==> src/rtl/cordic_ctrl_pkg.sv <==
// Shared definitions for the CORDIC request controller: FSM states,
// operation encodings and range-reduction region flag values.
package cordic_ctrl_pkg;

    typedef enum logic [2:0] {
        IDLE  = 3'd0,
        START = 3'd1,
        WAIT  = 3'd2,
        ACK   = 3'd3,
        RESP  = 3'd4
    } ctrlState_t;

    localparam logic OP_SINE   = 1'b1;
    localparam logic OP_COSINE = 1'b0;

    localparam logic [1:0] REGION_0 = 2'b00;
    localparam logic [1:0] REGION_1 = 2'b01;
    localparam logic [1:0] REGION_2 = 2'b10;
    localparam logic [1:0] REGION_3 = 2'b11;

endpackage

==> src/rtl/cordic_request_controller_if.sv <==
// Bundles the request/response handshake and the CORDIC start/acknowledge
// handshake. The slave modport is the controller; the master modport is the
// environment (requester, consumer and CORDIC unit together).
interface cordic_request_controller_if #(
    parameter int W = 32
);
    logic         req_valid;
    logic         req_ready;
    logic         req_op;
    logic [W-1:0] req_angle;
    logic [1:0]   req_region;

    logic         rsp_valid;
    logic         rsp_ready;
    logic [W-1:0] rsp_data;
    logic         rsp_ovf;
    logic         rsp_unf;
    logic         rsp_timeout;

    logic         beg_fsm_cordic;
    logic         ack_cordic;
    logic         operation;
    logic [W-1:0] data_in;
    logic [1:0]   shift_region_flag;
    logic         ready_cordic;
    logic [W-1:0] data_output;
    logic         overflow_flag;
    logic         underflow_flag;

    modport slave (
        input  req_valid, req_op, req_angle, req_region,
        output req_ready,
        output rsp_valid, rsp_data, rsp_ovf, rsp_unf, rsp_timeout,
        input  rsp_ready,
        output beg_fsm_cordic, ack_cordic, operation, data_in, shift_region_flag,
        input  ready_cordic, data_output, overflow_flag, underflow_flag
    );

    modport master (
        output req_valid, req_op, req_angle, req_region,
        input  req_ready,
        input  rsp_valid, rsp_data, rsp_ovf, rsp_unf, rsp_timeout,
        output rsp_ready,
        input  beg_fsm_cordic, ack_cordic, operation, data_in, shift_region_flag,
        output ready_cordic, data_output, overflow_flag, underflow_flag
    );

endinterface

==> src/rtl/cordic_watchdog_counter.sv <==
// Counts cycles spent waiting on the CORDIC unit. Expire is decoded from the
// count register, so it rises in the TIMEOUT-th enabled cycle after a clear.
module cordic_watchdog_counter #(
    parameter int TW      = 10,
    parameter int TIMEOUT = 1023
) (
    input  logic clk,
    input  logic rst,
    input  logic i_clear,
    input  logic i_enable,
    output logic o_expire
);

    logic [TW-1:0] r_count;

    // Clear has priority so a fresh operation always starts counting from zero.
    always_ff @(posedge clk or negedge rst) begin
        if (!rst) begin
            r_count <= '0;
        end else if (i_clear) begin
            r_count <= '0;
        end else if (i_enable) begin
            r_count <= r_count + TW'(1);
        end
    end

    assign o_expire = (r_count == TW'(TIMEOUT - 1));

endmodule

==> src/rtl/cordic_request_controller.sv <==
// Initiator-side front end for the sine/cosine CORDIC unit: accepts one
// request, pulses the CORDIC start, waits (bounded by a watchdog) for the
// result, acknowledges it and holds the response until it is consumed.
module cordic_request_controller
    import cordic_ctrl_pkg::*;
#(
    parameter int W       = 32,
    parameter int TIMEOUT = 1023,
    parameter int TW      = 10
) (
    input logic                        clk,
    input logic                        rst,
    cordic_request_controller_if.slave bus
);

    ctrlState_t   r_state;
    logic         r_reqReady;
    logic         r_beg;
    logic         r_ack;
    logic         r_rspValid;
    logic [W-1:0] r_rspData;
    logic         r_rspOvf;
    logic         r_rspUnf;
    logic         r_rspTimeout;
    logic         r_operation;
    logic [W-1:0] r_dataIn;
    logic [1:0]   r_region;
    logic         r_ovf;
    logic         r_unf;

    logic w_wdClear;
    logic w_wdEnable;
    logic w_wdExpire;

    assign w_wdClear  = (r_state == START);
    assign w_wdEnable = (r_state == WAIT);

    cordic_watchdog_counter #(
        .TW      (TW),
        .TIMEOUT (TIMEOUT)
    ) u_watchdog (
        .clk      (clk),
        .rst      (rst),
        .i_clear  (w_wdClear),
        .i_enable (w_wdEnable),
        .o_expire (w_wdExpire)
    );

    // Request/response FSM; every output is a register updated with the state.
    always_ff @(posedge clk or negedge rst) begin
        if (!rst) begin
            r_state      <= IDLE;
            r_reqReady   <= 1'b1;
            r_beg        <= 1'b0;
            r_ack        <= 1'b0;
            r_rspValid   <= 1'b0;
            r_rspData    <= '0;
            r_rspOvf     <= 1'b0;
            r_rspUnf     <= 1'b0;
            r_rspTimeout <= 1'b0;
            r_operation  <= 1'b0;
            r_dataIn     <= '0;
            r_region     <= 2'b00;
            r_ovf        <= 1'b0;
            r_unf        <= 1'b0;
        end else begin
            r_beg <= 1'b0;
            r_ack <= 1'b0;
            case (r_state)
                IDLE: begin
                    if (bus.req_valid) begin
                        r_operation <= bus.req_op;
                        r_dataIn    <= bus.req_angle;
                        r_region    <= bus.req_region;
                        r_reqReady  <= 1'b0;
                        r_beg       <= 1'b1;
                        r_state     <= START;
                    end
                end
                START: begin
                    r_ovf   <= 1'b0;
                    r_unf   <= 1'b0;
                    r_state <= WAIT;
                end
                WAIT: begin
                    r_ovf <= r_ovf | bus.overflow_flag;
                    r_unf <= r_unf | bus.underflow_flag;
                    if (bus.ready_cordic) begin
                        r_rspData    <= bus.data_output;
                        r_rspTimeout <= 1'b0;
                        r_ack        <= 1'b1;
                        r_state      <= ACK;
                    end else if (w_wdExpire) begin
                        r_rspData    <= '0;
                        r_rspTimeout <= 1'b1;
                        r_ack        <= 1'b1;
                        r_state      <= ACK;
                    end
                end
                ACK: begin
                    r_rspOvf   <= r_ovf;
                    r_rspUnf   <= r_unf;
                    r_rspValid <= 1'b1;
                    r_state    <= RESP;
                end
                RESP: begin
                    if (bus.rsp_ready) begin
                        r_rspValid <= 1'b0;
                        r_reqReady <= 1'b1;
                        r_state    <= IDLE;
                    end
                end
                default: begin
                    r_reqReady <= 1'b1;
                    r_rspValid <= 1'b0;
                    r_state    <= IDLE;
                end
            endcase
        end
    end

    assign bus.req_ready         = r_reqReady;
    assign bus.beg_fsm_cordic    = r_beg;
    assign bus.ack_cordic        = r_ack;
    assign bus.rsp_valid         = r_rspValid;
    assign bus.rsp_data          = r_rspData;
    assign bus.rsp_ovf           = r_rspOvf;
    assign bus.rsp_unf           = r_rspUnf;
    assign bus.rsp_timeout       = r_rspTimeout;
    assign bus.operation         = r_operation;
    assign bus.data_in           = r_dataIn;
    assign bus.shift_region_flag = r_region;

endmodule

==> src/flat_wrapper.sv <==
// flat-port wrapper written by rule: the top's interface ports become plain ports
module cordic_request_controller_flat import cordic_ctrl_pkg::*;
#(
    parameter int W       = 32,
    parameter int TIMEOUT = 1023,
    parameter int TW      = 10
)
  (clk, rst, bus_req_valid, bus_req_op, bus_req_angle, bus_req_region, bus_req_ready, bus_rsp_valid, bus_rsp_data, bus_rsp_ovf, bus_rsp_unf, bus_rsp_timeout, bus_rsp_ready, bus_beg_fsm_cordic, bus_ack_cordic, bus_operation, bus_data_in, bus_shift_region_flag, bus_ready_cordic, bus_data_output, bus_overflow_flag, bus_underflow_flag);
  cordic_request_controller_if #(.W(W)) bus_i ();
  input logic clk;
  input logic rst;
  input wire logic [$bits(bus_i.req_valid)-1:0] bus_req_valid;
  input wire logic [$bits(bus_i.req_op)-1:0] bus_req_op;
  input wire logic [$bits(bus_i.req_angle)-1:0] bus_req_angle;
  input wire logic [$bits(bus_i.req_region)-1:0] bus_req_region;
  output wire logic [$bits(bus_i.req_ready)-1:0] bus_req_ready;
  output wire logic [$bits(bus_i.rsp_valid)-1:0] bus_rsp_valid;
  output wire logic [$bits(bus_i.rsp_data)-1:0] bus_rsp_data;
  output wire logic [$bits(bus_i.rsp_ovf)-1:0] bus_rsp_ovf;
  output wire logic [$bits(bus_i.rsp_unf)-1:0] bus_rsp_unf;
  output wire logic [$bits(bus_i.rsp_timeout)-1:0] bus_rsp_timeout;
  input wire logic [$bits(bus_i.rsp_ready)-1:0] bus_rsp_ready;
  output wire logic [$bits(bus_i.beg_fsm_cordic)-1:0] bus_beg_fsm_cordic;
  output wire logic [$bits(bus_i.ack_cordic)-1:0] bus_ack_cordic;
  output wire logic [$bits(bus_i.operation)-1:0] bus_operation;
  output wire logic [$bits(bus_i.data_in)-1:0] bus_data_in;
  output wire logic [$bits(bus_i.shift_region_flag)-1:0] bus_shift_region_flag;
  input wire logic [$bits(bus_i.ready_cordic)-1:0] bus_ready_cordic;
  input wire logic [$bits(bus_i.data_output)-1:0] bus_data_output;
  input wire logic [$bits(bus_i.overflow_flag)-1:0] bus_overflow_flag;
  input wire logic [$bits(bus_i.underflow_flag)-1:0] bus_underflow_flag;
  assign bus_i.req_valid = bus_req_valid;
  assign bus_i.req_op = bus_req_op;
  assign bus_i.req_angle = bus_req_angle;
  assign bus_i.req_region = bus_req_region;
  assign bus_req_ready = bus_i.req_ready;
  assign bus_rsp_valid = bus_i.rsp_valid;
  assign bus_rsp_data = bus_i.rsp_data;
  assign bus_rsp_ovf = bus_i.rsp_ovf;
  assign bus_rsp_unf = bus_i.rsp_unf;
  assign bus_rsp_timeout = bus_i.rsp_timeout;
  assign bus_i.rsp_ready = bus_rsp_ready;
  assign bus_beg_fsm_cordic = bus_i.beg_fsm_cordic;
  assign bus_ack_cordic = bus_i.ack_cordic;
  assign bus_operation = bus_i.operation;
  assign bus_data_in = bus_i.data_in;
  assign bus_shift_region_flag = bus_i.shift_region_flag;
  assign bus_i.ready_cordic = bus_ready_cordic;
  assign bus_i.data_output = bus_data_output;
  assign bus_i.overflow_flag = bus_overflow_flag;
  assign bus_i.underflow_flag = bus_underflow_flag;
  cordic_request_controller #(.W(W), .TIMEOUT(TIMEOUT), .TW(TW)) u_core (.clk(clk), .rst(rst), .bus(bus_i));
endmodule
==> config.mk <==
export PLATFORM = sky130hd
export DESIGN_NAME = cordic_request_controller_flat
export DESIGN_NICKNAME = d
export VERILOG_FILES = /design/src/rtl/cordic_ctrl_pkg.sv /design/src/rtl/cordic_request_controller_if.sv /design/src/rtl/cordic_watchdog_counter.sv /design/src/rtl/cordic_request_controller.sv /design/src/flat_wrapper.sv
export SDC_FILE = /design/constraint.sdc
export NUM_CORES = 1
export LEC_CHECK = 0
export ABC_AREA = 1
export BUFFER_PORTS_ARGS = -buffer_cell sky130_fd_sc_hd__buf_2
export CAP_MARGIN = 20
export CORE_MARGIN = 8
export CORE_UTILIZATION = 49
export DETAILED_ROUTE_END_ITERATION = 10
export GPL_ROUTABILITY_DRIVEN = 0
export HOLD_SLACK_MARGIN = 0.06
export PLACE_DENSITY = 0.86
export SYNTH_ARGS = -nofsm -noshare
export SYNTH_HDL_FRONTEND = slang
export SYNTH_SLANG_ARGS = --single-unit
export TNS_END_PERCENT = 30
==> constraint.sdc <==
create_clock -name clk -period 1.7 [get_ports clk]
set_input_delay 0.17 -clock clk [delete_from_list [all_inputs] [get_ports clk]]
set_output_delay 0.17 -clock clk [all_outputs]
set_load 0.02 [all_outputs]
Word-level counts from Yosys, hierarchy flattened
Index checks and enable logic that the tools add are counted.
Storage, ports and cells
  register bits after elaboration: 89
  output and inout bits: 74
Cells by class
  add/subtract/negate cells: 1
  equality and inequality tests: 8
  muxes and demuxes: 23
  bitwise gates (word level): 4
  reductions and logical operators: 10
Operator list (number)
  2-to-1 mux 32 bit: 2
  2-to-1 mux 10 bit: 2
  one-hot mux 3 bit (5 select lines): 1
  2-to-1 mux 3 bit: 4
  adder 10 x 1 -> 10 bit, second input constant: 1
  == test 10 bit, second input constant: 1
  2-to-1 mux 1 bit: 10
  == test 3 x 2 -> 1 bit, second input constant: 2
  one-hot mux 1 bit (3 select lines): 2
  AND reduction 2 bit: 3
  AND reduction 3 bit: 2
  OR reduction 3 bit: 2
  inequality test 2 bit, second input constant: 2
  one-hot mux 1 bit (2 select lines): 2
  nonzero test 2 bit: 2
  == test 3 x 1 -> 1 bit, second input constant: 1
  == test 3 bit, second input constant: 1
  logical NOT 3 bit: 1
  inequality test 3 x 2 -> 1 bit, second input constant: 1
  NOT 1 bit: 2
  bitwise OR 1 bit: 2

Longest topological paths before layout
Gate-level depths: netlist of the first run.
  word-level depth: 4
  gate-level depth with buffers: 8

Hierarchy
A second synthesis of the first run with hierarchy kept.
Second synthesis, totals
  cell total of the unflattened synthesis: 418
  area total of the unflattened synthesis: 3753.6 um^2
By module, submodules not included
  cordic_request_controller: times used 1, cells an instance 344, area each 3185.6 um^2, sequential area each 1978.1 um^2
  cordic_watchdog_counter: times used 1, cells an instance 74, area each 568.0 um^2, sequential area each 250.2 um^2

Worst setup path after synthesis of the first run
Ideal clock, no wire load.
  path kind: reg2reg
  from: reg u_core.u_watchdog.r_count[0]
  to: reg u_core.r_rspData[23], in the netlist u_core.bus.rsp_data[23]
  data arrival time: 1.214 ns
  setup slack: 0.369 ns
  cell stages (with the launch flop): 9
  buffers on the path: 1
  period minus slack after synthesis: 1.331 ns
  cells stage by stage: dfrtp_1 inv_1 ha_1 nand3_1 nor2_2 nand3_4 buf_6 nand3_2 nand2_1
On the way
  cells in the longest elaborated chain, start to end: 3
Ends and longest elaborated chain
  start, declared: RTL line cordic_watchdog_counter.sv:14  | logic [TW-1:0] r_count;
  start signal, assigned: RTL line cordic_watchdog_counter.sv:23  | r_count <= r_count + TW'(1);
  == test 10 bit: RTL line cordic_watchdog_counter.sv:27  | assign o_expire = (r_count == TW'(TIMEOUT - 1));
  nonzero test 2 bit (no line)
  AND reduction 2 bit (no line)
  end signal, assigned: RTL line cordic_request_controller.sv:89  | r_rspData <= bus.data_output;
  end, declared: RTL line cordic_request_controller.sv:21  | logic [W-1:0] r_rspData;
No other way between the ends.
A chain may end at the register's enable or synchronous reset.

Worst setup path in the final report of the first run
  from: reg u_core.r_state[2]
  to: reg u_core.r_dataIn[14], in the netlist u_core.bus.data_in[14]
On the way
  cells in the longest elaborated chain, start to end: 2
Ends and longest elaborated chain
  start, declared: RTL line cordic_request_controller.sv:16  | ctrlState_t r_state;
  start signal, assigned: RTL line cordic_request_controller.sv:52  | r_state <= IDLE;
  start signal, assigned: RTL line cordic_request_controller.sv:77  | r_state <= START;
  start signal, assigned: RTL line cordic_request_controller.sv:83  | r_state <= WAIT;
  logical NOT 3 bit: RTL line cordic_request_controller.sv:69  | case (r_state)
  AND reduction 2 bit (no line)
  end signal, assigned: RTL line cordic_request_controller.sv:73  | r_dataIn <= bus.req_angle;
  end, declared: RTL line cordic_request_controller.sv:26  | logic [W-1:0] r_dataIn;
No other way between the ends.

==> results.py, run 1 <==
metrics = {
    "run_status": {
        "status": "finished, final reports clean",
    },
    "critical_path": {
        "crit_path_cell_trace": "inv_2 > nand2_1 > nor2_2 > nand2_4 > inv_4 > nand2_1 > nand2_1",
        "r2r.worst_path.cells": 7,
        "cp.arrival_ns": 1.82,
        "slowest_delay_ns": 0.43,
        "crit_slowest_cell": "dfrtp_1",
        "cp_common_cell": "nand2_1",
        "worstPathRequired_ns": 2.00,
        "endpoint_kind": "flop",
        "timing_worst_setup_path_type": "flop to flop",
        "start_kind": "flop",
        "crit_path_max_fanout": 37,
    },
    "sta": {
        "period_minus_slack_ns": 1.52,
        "rsz0062_at_grt": "false",
        "fmaxAchievable_mhz": 657,
        "final.period_utilization_pct": 89.5,
        "finClkSkew_ns": 0.00872,
        "drv_slew": 0,
        "setup_viol_count_final": 0,
        "maxSlewHeadroom_pct": 67.8,
        "finalSetupTns_ns": 0,
        "worstMarginPinSlew_ns": 0.483,
        "hold_viol_final": 0,
    },
    "synthesis": {
        "ys_types": 24,
        "syn_inst": 424,
        "synth_top_area_cell": "dfrtp_1",
        "yosysWarnings": 0,
        "synth.cell_area_um2": 3900,
        "synth_top_area_share_pct": 56.4,
        "synth_async_sr_flop_share_pct": 100,
        "synth-seq-cells": 89,
        "yosys-top-cells-count": "210 x nand2_1, 88 x dfrtp_1, 29 x nand3_2, 21 x inv_1, 19 x nand3_1",
        "synthesis.nets": 500,
        "synth_ff_type": "dfrtp_1",
        "synth.area.top_cells": "dfrtp_1 56%, nand2_1 20%, nand3_2 7.4%, buf_6 2.6%, nand3_1 2.4%",
        "synth_edf_count": 0,
        "syn_area_per_cell_um2": 9.20,
        "seq_area_frac_synth_pct": 57.1,
        "synth_most_common_cell": "nand2_1",
    },
    "clock_tree": {
        "post-cts-setup-buffer-count": 0,
        "clock_sinks": 89,
        "cts_tree": "yes",
        "clock_latency_ns": 0.35,
        "cts_made_buffers": 9,
        "cts_resized": 0,
        "cts-root-buf": "clkbuf_8",
        "clockBufferDepth": 2,
        "clk_pin_slew_ns": 0.09,
        "h-tree-depth": 3,
    },
    "global_routing": {
        "grt_pass1_wl_mm": 19.7,
        "grt_max_degree": 38,
        "grtUsageTotal_pct": 21.8,
        "antenna_found_initial": 3,
        "grt_pass1_vias": 4008,
        "overflow": 0,
    },
    "route": {
        "first_iter_violations": 228,
        "post_drt_wl_per_cell_um": 16.1,
        "ant_nets": 0,
        "vias_per_cell": 4.98,
        "wirelength_mm": 12.1,
        "drc": 0,
        "vias": 3749,
        "first_pass_iters": 4,
    },
    "die": {
        "fp.coreArea_um2": 7730,
        "io_pins": 148,
        "die_w_um": 105,
        "initial_core_util_pct": 50.5,
        "rows": 32,
        "chipHeight_um": 105,
        "die_area_um2": 11100,
    },
    "placement": {
        "dpl-instance-area_um2": 4700,
        "post-dp-hpwl_mm": 7.45,
        "io_buffer_count": 147,
        "dp_cells": 664,
    },
    "min_path": {
        "hp-class": "primary input to flop",
        "hold_depth": 4,
    },
    "finish": {
        "design_area_um2": 5620,
        "drive_above_1_share_pct": 32.7,
        "nNetsFinal": 719,
        "syn2layout_area_growth_pct": 44.2,
        "fillCellCount": 514,
        "fin_cells": 753,
    },
    "power_and_ir_drop": {
        "power_density_nw_per_um2": 1680,
        "p_leak_nw": 3.15,
        "vdd_drop_max_mv": 1.20,
    },
    "job": {
        "max_cap_violations": 0,
    },
}
metrics by stage:
stage	power [W]	worst slack, ns	util (%)	hold WS, ns
3_5_place_dp	0.00762	0.233	60.8	0.159
3_3_place_gp	0.00744	0.299	60.8	0.156
5_1_grt	0.0100	0.0936	72.8	0.154
2_1_floorplan	0.00626	0.369	-	-0.126
4_1_cts	0.00936	0.219	72.7	0.128
6_report	0.00943	0.179	72.8	0.148
final cells by class:
cell class / instances / area [um2] / area share [%]
Timing Repair Buffer: 224 / 1520 / 27.0
Inverter: 26 / 105 / 1.87
Sequential cell: 89 / 2230 / 39.6
Antenna cell: 3 / 7.51 / 0.133
Clock inverter: 6 / 90.1 / 1.60
Multi-Input combinational cell: 293 / 1420 / 25.3
Tap cell: 102 / 128 / 2.27
Clock buffer: 10 / 128 / 2.27
per-layer routing:
metal	vias up	share of wire, %	global-route usage (%)	routed length (um)
met4	0	4.0	12.1	478
met3	36	6.8	5.85	818
met1	1790	37	23.1	4430
li1	1750	-	-	-
met2	173	53	38.7	6370
met5	-	0	0	0
sequential cells by signal, summed over array words and instances, names as in the netlist, 2 cells and up:
register                      count
u_core.bus.shift_region_flag      2
u_core.u_watchdog.r_count        10
u_core.bus.data_in               32
u_core.r_state                    3
u_core.bus.rsp_data              32
kinds of logic after synthesis:
family	after synthesis	synth area share [%]
AO/OA/AOI/OAI	14	2.18
adder cells (fa/ha/maj)	2	0.641
XOR/XNOR	1	0.225
flip-flops	89	57.1
buffers and inverters	42	6.45
AND/OR/NAND/NOR	276	33.4
worst max-delay path, delay by kind of cell, from the launching register on:
family / cells / cell delay [ns]
simple gates: 5 / 0.57
buf+inv: 2 / 0.44
flops: 1 / 0.43
repair_timing:
action                                 CTS  global route
hold buffers                            70             0
setup endpoints to repair                0             0
endpoints found under the hold margin  101             0
worst paths after layout:
check                                            startpoint                                  end  slack (ns)
min in group asynchronous                               rst  u_core.bus.rsp_data[14]$_DFFE_PN0P_        0.30
setup / recovery              u_core.r_state[2]$_DFFE_PN0P_   u_core.bus.data_in[14]$_DFFE_PN0P_        0.18
hold reg to reg            u_core.bus.req_ready$_DFFE_PN1P_     u_core.bus.req_ready$_DFFE_PN1P_        0.47
max in group asynchronous                               rst             u_core.r_unf$_DFFE_PN0P_        0.83
hold / removal                                bus_req_valid     u_core.bus.operation$_DFFE_PN0P_        0.15
setup reg to reg              u_core.r_state[2]$_DFFE_PN0P_   u_core.bus.data_in[14]$_DFFE_PN0P_        0.18
layout by cell type, fill, tap and decap left out, types with 2 or more instances in the layout:
cell type and count:
a21oi_1 4, buf_12 2, buf_2 146, buf_4 6
bufinv_16 2, clkbuf_8 9, dfrtp_1 88, diode_2 3
dlygate4sd3_1 70, ha_1 2, inv_1 21, inv_2 2
inv_4 3, inv_6 2, nand2_1 210, nand3_1 19
nand3_2 29, nand3_4 2, nor2_1 10, nor2_2 3
o21ai_0 7
report_power, final:
| part | switching [W] | total [W] | leakage, nW | internal, W |
|---|---|---|---|---|
| clock network | 0.000760 | 0.00160 | 0.107 | 0.000837 |
| logic | 0.00282 | 0.00422 | 1.92 | 0.00140 |
| registers | 0.000595 | 0.00361 | 1.13 | 0.00302 |
| total | 0.00417 | 0.00943 | 3.15 | 0.00525 |
No activity file was read; power rests on OpenSTA's default activity.
==> run 2, diff against run 1 <==
ABC_AREA = not set   (was 1)
CORE_UTILIZATION = 48   (was 49)
==> results.py, run 2 <==
metrics = {
    "sta": {
        "finClkSkew_ns": 0.00945,
        "worstMarginPinSlew_ns": 0.458,
        "setup_viol_count_final": 0,
        "maxSlewHeadroom_pct": 69.5,
        "drv_slew": 0,
        "final.period_utilization_pct": 99.1,
        "fmaxAchievable_mhz": 593,
        "hold_viol_final": 0,
        "period_minus_slack_ns": 1.69,
    },
    "critical_path": {
        "timing_worst_setup_path_type": "flop to flop",
        "worstReg2RegEnd": "u_core.bus.data_in[5]$_DFFE_PN0P_",
        "startpoint": "u_core.r_state[0]$_DFFE_PN0P_",
        "crit_path_max_fanout": 18,
        "setup.worst_path.end": "u_core.bus.data_in[5]$_DFFE_PN0P_",
        "r2r_slack_ns": 0.01,
        "cp.arrival_ns": 1.91,
        "endpoint_kind": "flop",
        "worstPathRequired_ns": 1.93,
        "start_kind": "flop",
        "worstReg2RegStart": "u_core.r_state[0]$_DFFE_PN0P_",
        "r2r.worst_path.cells": 5,
    },
    "synthesis": {
        "synth-seq-cells": 89,
        "synth.cell_area_um2": 3590,
        "seq_area_frac_synth_pct": 62.0,
        "synth_edf_count": 0,
        "yosysWarnings": 0,
        "synth_async_sr_flop_share_pct": 100,
        "synth.area.top_cells": "dfrtp_1 61%, mux2_2 12%, o2bb2ai_1 7.8%, nand2_1 4.5%, buf_2 1.5%",
        "syn_inst": 281,
        "synth_top_area_cell": "dfrtp_1",
        "ys_types": 34,
        "synthesis.nets": 357,
        "synth_ff_type": "dfrtp_1",
        "synth_top_area_share_pct": 61.3,
        "synth_most_common_cell": "dfrtp_1",
        "syn_area_per_cell_um2": 12.8,
        "yosys-top-cells-count": "88 x dfrtp_1, 43 x nand2_1, 37 x mux2_2, 32 x o2bb2ai_1, 11 x buf_2",
    },
    "die": {
        "io_pins": 148,
        "fp.coreArea_um2": 7250,
        "rows": 31,
        "die_area_um2": 10500,
        "die_w_um": 103,
        "chipHeight_um": 103,
        "initial_core_util_pct": 49.5,
    },
    "finish": {
        "layout_commonest_cell": "buf_2",
        "mostFrequentLayoutCells": "146 x buf_2, 87 x dfrtp_1, 62 x dlygate4sd3_1",
        "design_area_um2": 5410,
        "drive_above_1_share_pct": 44.6,
        "fin_cells": 599,
        "nNetsFinal": 571,
        "n_antenna_cell": 0,
        "syn2layout_area_growth_pct": 50.6,
        "final_core_util_pct": 74.6,
    },
    "placement": {
        "io_buffer_count": 147,
        "post-dp-hpwl_mm": 6.84,
        "dpl-instance-area_um2": 4490,
        "dp_cells": 518,
    },
    "clock_tree": {
        "clk_pin_slew_ns": 0.09,
        "clock_sinks": 89,
        "cts-root-buf": "clkbuf_8",
        "clockBufferDepth": 2,
        "cts_made_buffers": 9,
        "cts_tree": "yes",
        "h-tree-depth": 3,
        "clock_latency_ns": 0.35,
    },
    "route": {
        "ant_nets": 0,
        "vias_per_cell": 5.18,
        "first_pass_iters": 6,
        "wirelength_mm": 11.4,
        "vias": 3105,
        "drc": 0,
        "first_iter_violations": 96,
        "post_drt_wl_per_cell_um": 19.0,
    },
    "global_routing": {
        "antenna_found_initial": 0,
        "grt_pass1_wl_mm": 17.0,
        "overflow": 0,
        "grt_pass1_vias": 3282,
        "grtUsageTotal_pct": 20.9,
        "grt_max_degree": 90,
    },
    "min_path": {
        "hp-class": "primary input to flop",
    },
    "power_and_ir_drop": {
        "power_w": 0.00947,
        "power_density_nw_per_um2": 1750,
        "p_leak_nw": 2.60,
        "vdd_drop_max_mv": 0.833,
    },
    "job": {
        "max_cap_violations": 0,
    },
    "run_status": {
        "status": "finished, final reports clean",
    },
}
[run 2: cell types whose count changed in the layout (fill, tap and decap cells not counted), sizes merged, moves of 3 or more]
cell | previous run | this run
diode | 3 | 0
inv | 28 | 7
buf | 154 | 159
mux2 | 0 | 37
or3 | 0 | 3
nand3 | 50 | 3
nand2 | 211 | 43
a21oi | 5 | 8
nor2 | 14 | 5
nor4 | 0 | 3
dlygate4sd3 | 70 | 62
o2bb2ai | 0 | 32
[run 2: timing repair]
| action | CTS | global route |
|---|---|---|
| endpoints found under the setup margin | 35 | 51 |
| setup buffers | 0 | 1 |
| endpoints found under the hold margin | 147 | 2 |
| resized for setup | 4 | 7 |
| pin swaps | 0 | 1 |
| hold buffers | 60 | 2 |
| gates cloned | 0 | 2 |
[run 2: layer usage]
metal	wire, um	global-route usage, %	vias up
li1	-	-	1431
met1	4360	23.9	1520
met2	5610	35.7	139
met3	1210	7.09	15
met4	167	7.11	0
met5	0	0	-
[run 2: area by class of cell]
cell class / count / area [um2]
clock buffer: 10 / 138
clock inverter: 6 / 65.1
fill: 446 / 1840
inverter: 5 / 18.8
multi-input combinational: 167 / 1280
sequential: 89 / 2230
tap: 99 / 124
timing repair buffer: 223 / 1550
[run 2: worst min path at each step]
| stage | from | end | slack, ns | depth (start not counted) |
|---|---|---|---|---|
| 2_1_floorplan | rst | u_core.bus.ack_cordic$_DFF_PN0_ | -0.13 | 0 |
| 3_3_place_gp | rst | u_core.bus.data_in[29]$_DFFE_PN0P_ | 0.25 | 2 |
| 3_5_place_dp | rst | u_core.bus.data_in[31]$_DFFE_PN0P_ | 0.25 | 2 |
| 4_1_cts | bus_req_angle[11] | u_core.bus.data_in[11]$_DFFE_PN0P_ | 0.06 | 2 |
| 5_1_grt | bus_req_angle[26] | u_core.bus.data_in[26]$_DFFE_PN0P_ | 0.06 | 2 |
| 6_report | bus_req_angle[1] | u_core.bus.data_in[1]$_DFFE_PN0P_ | 0.07 | 2 |
[run 2: kinds of logic (layout without fill, tap and decap cells)]
| family | after synthesis | in the layout | share of synthesized area (%) |
|---|---|---|---|
| flops | 89 | 89 | 62.0 |
| simple gates | 69 | 69 | 9.44 |
| compound gates | 57 | 57 | 12.1 |
| mux | 39 | 39 | 12.2 |
| buf+inv | 25 | 244 | 3.62 |
| fa+ha+maj | 2 | 2 | 0.696 |
[run 2: critical path, cell delays in order, from the launching register on]
cell and delay [ns]:
dfrtp_1 0.40, buf_6 0.15, nor4b_4 0.28, buf_4 0.19, clkbuf_16 0.19, mux2_2 0.36
[run 2: through the flow]
step | setup WS, ns | setup TNS [ns] | hold WS, ns
finish | 0.0148 | 0 | 0.0732
floorplan | -0.0709 | -2.20 | -0.126
global placement | 0.0715 | 0 | 0.246
detailed placement | -0.0149 | -0.153 | 0.253
global route | -0.0215 | -0.0390 | 0.0555
CTS | 0.0210 | 0 | 0.0610
[run 2: where the power goes]
group / leakage (nW) / switching [W] / internal [W] / total (W)
clock: 0.103 / 0.000744 / 0.000725 / 0.00147
combinational: 1.40 / 0.00261 / 0.00180 / 0.00441
sequential: 1.10 / 0.000542 / 0.00304 / 0.00359
total: 2.60 / 0.00390 / 0.00557 / 0.00947
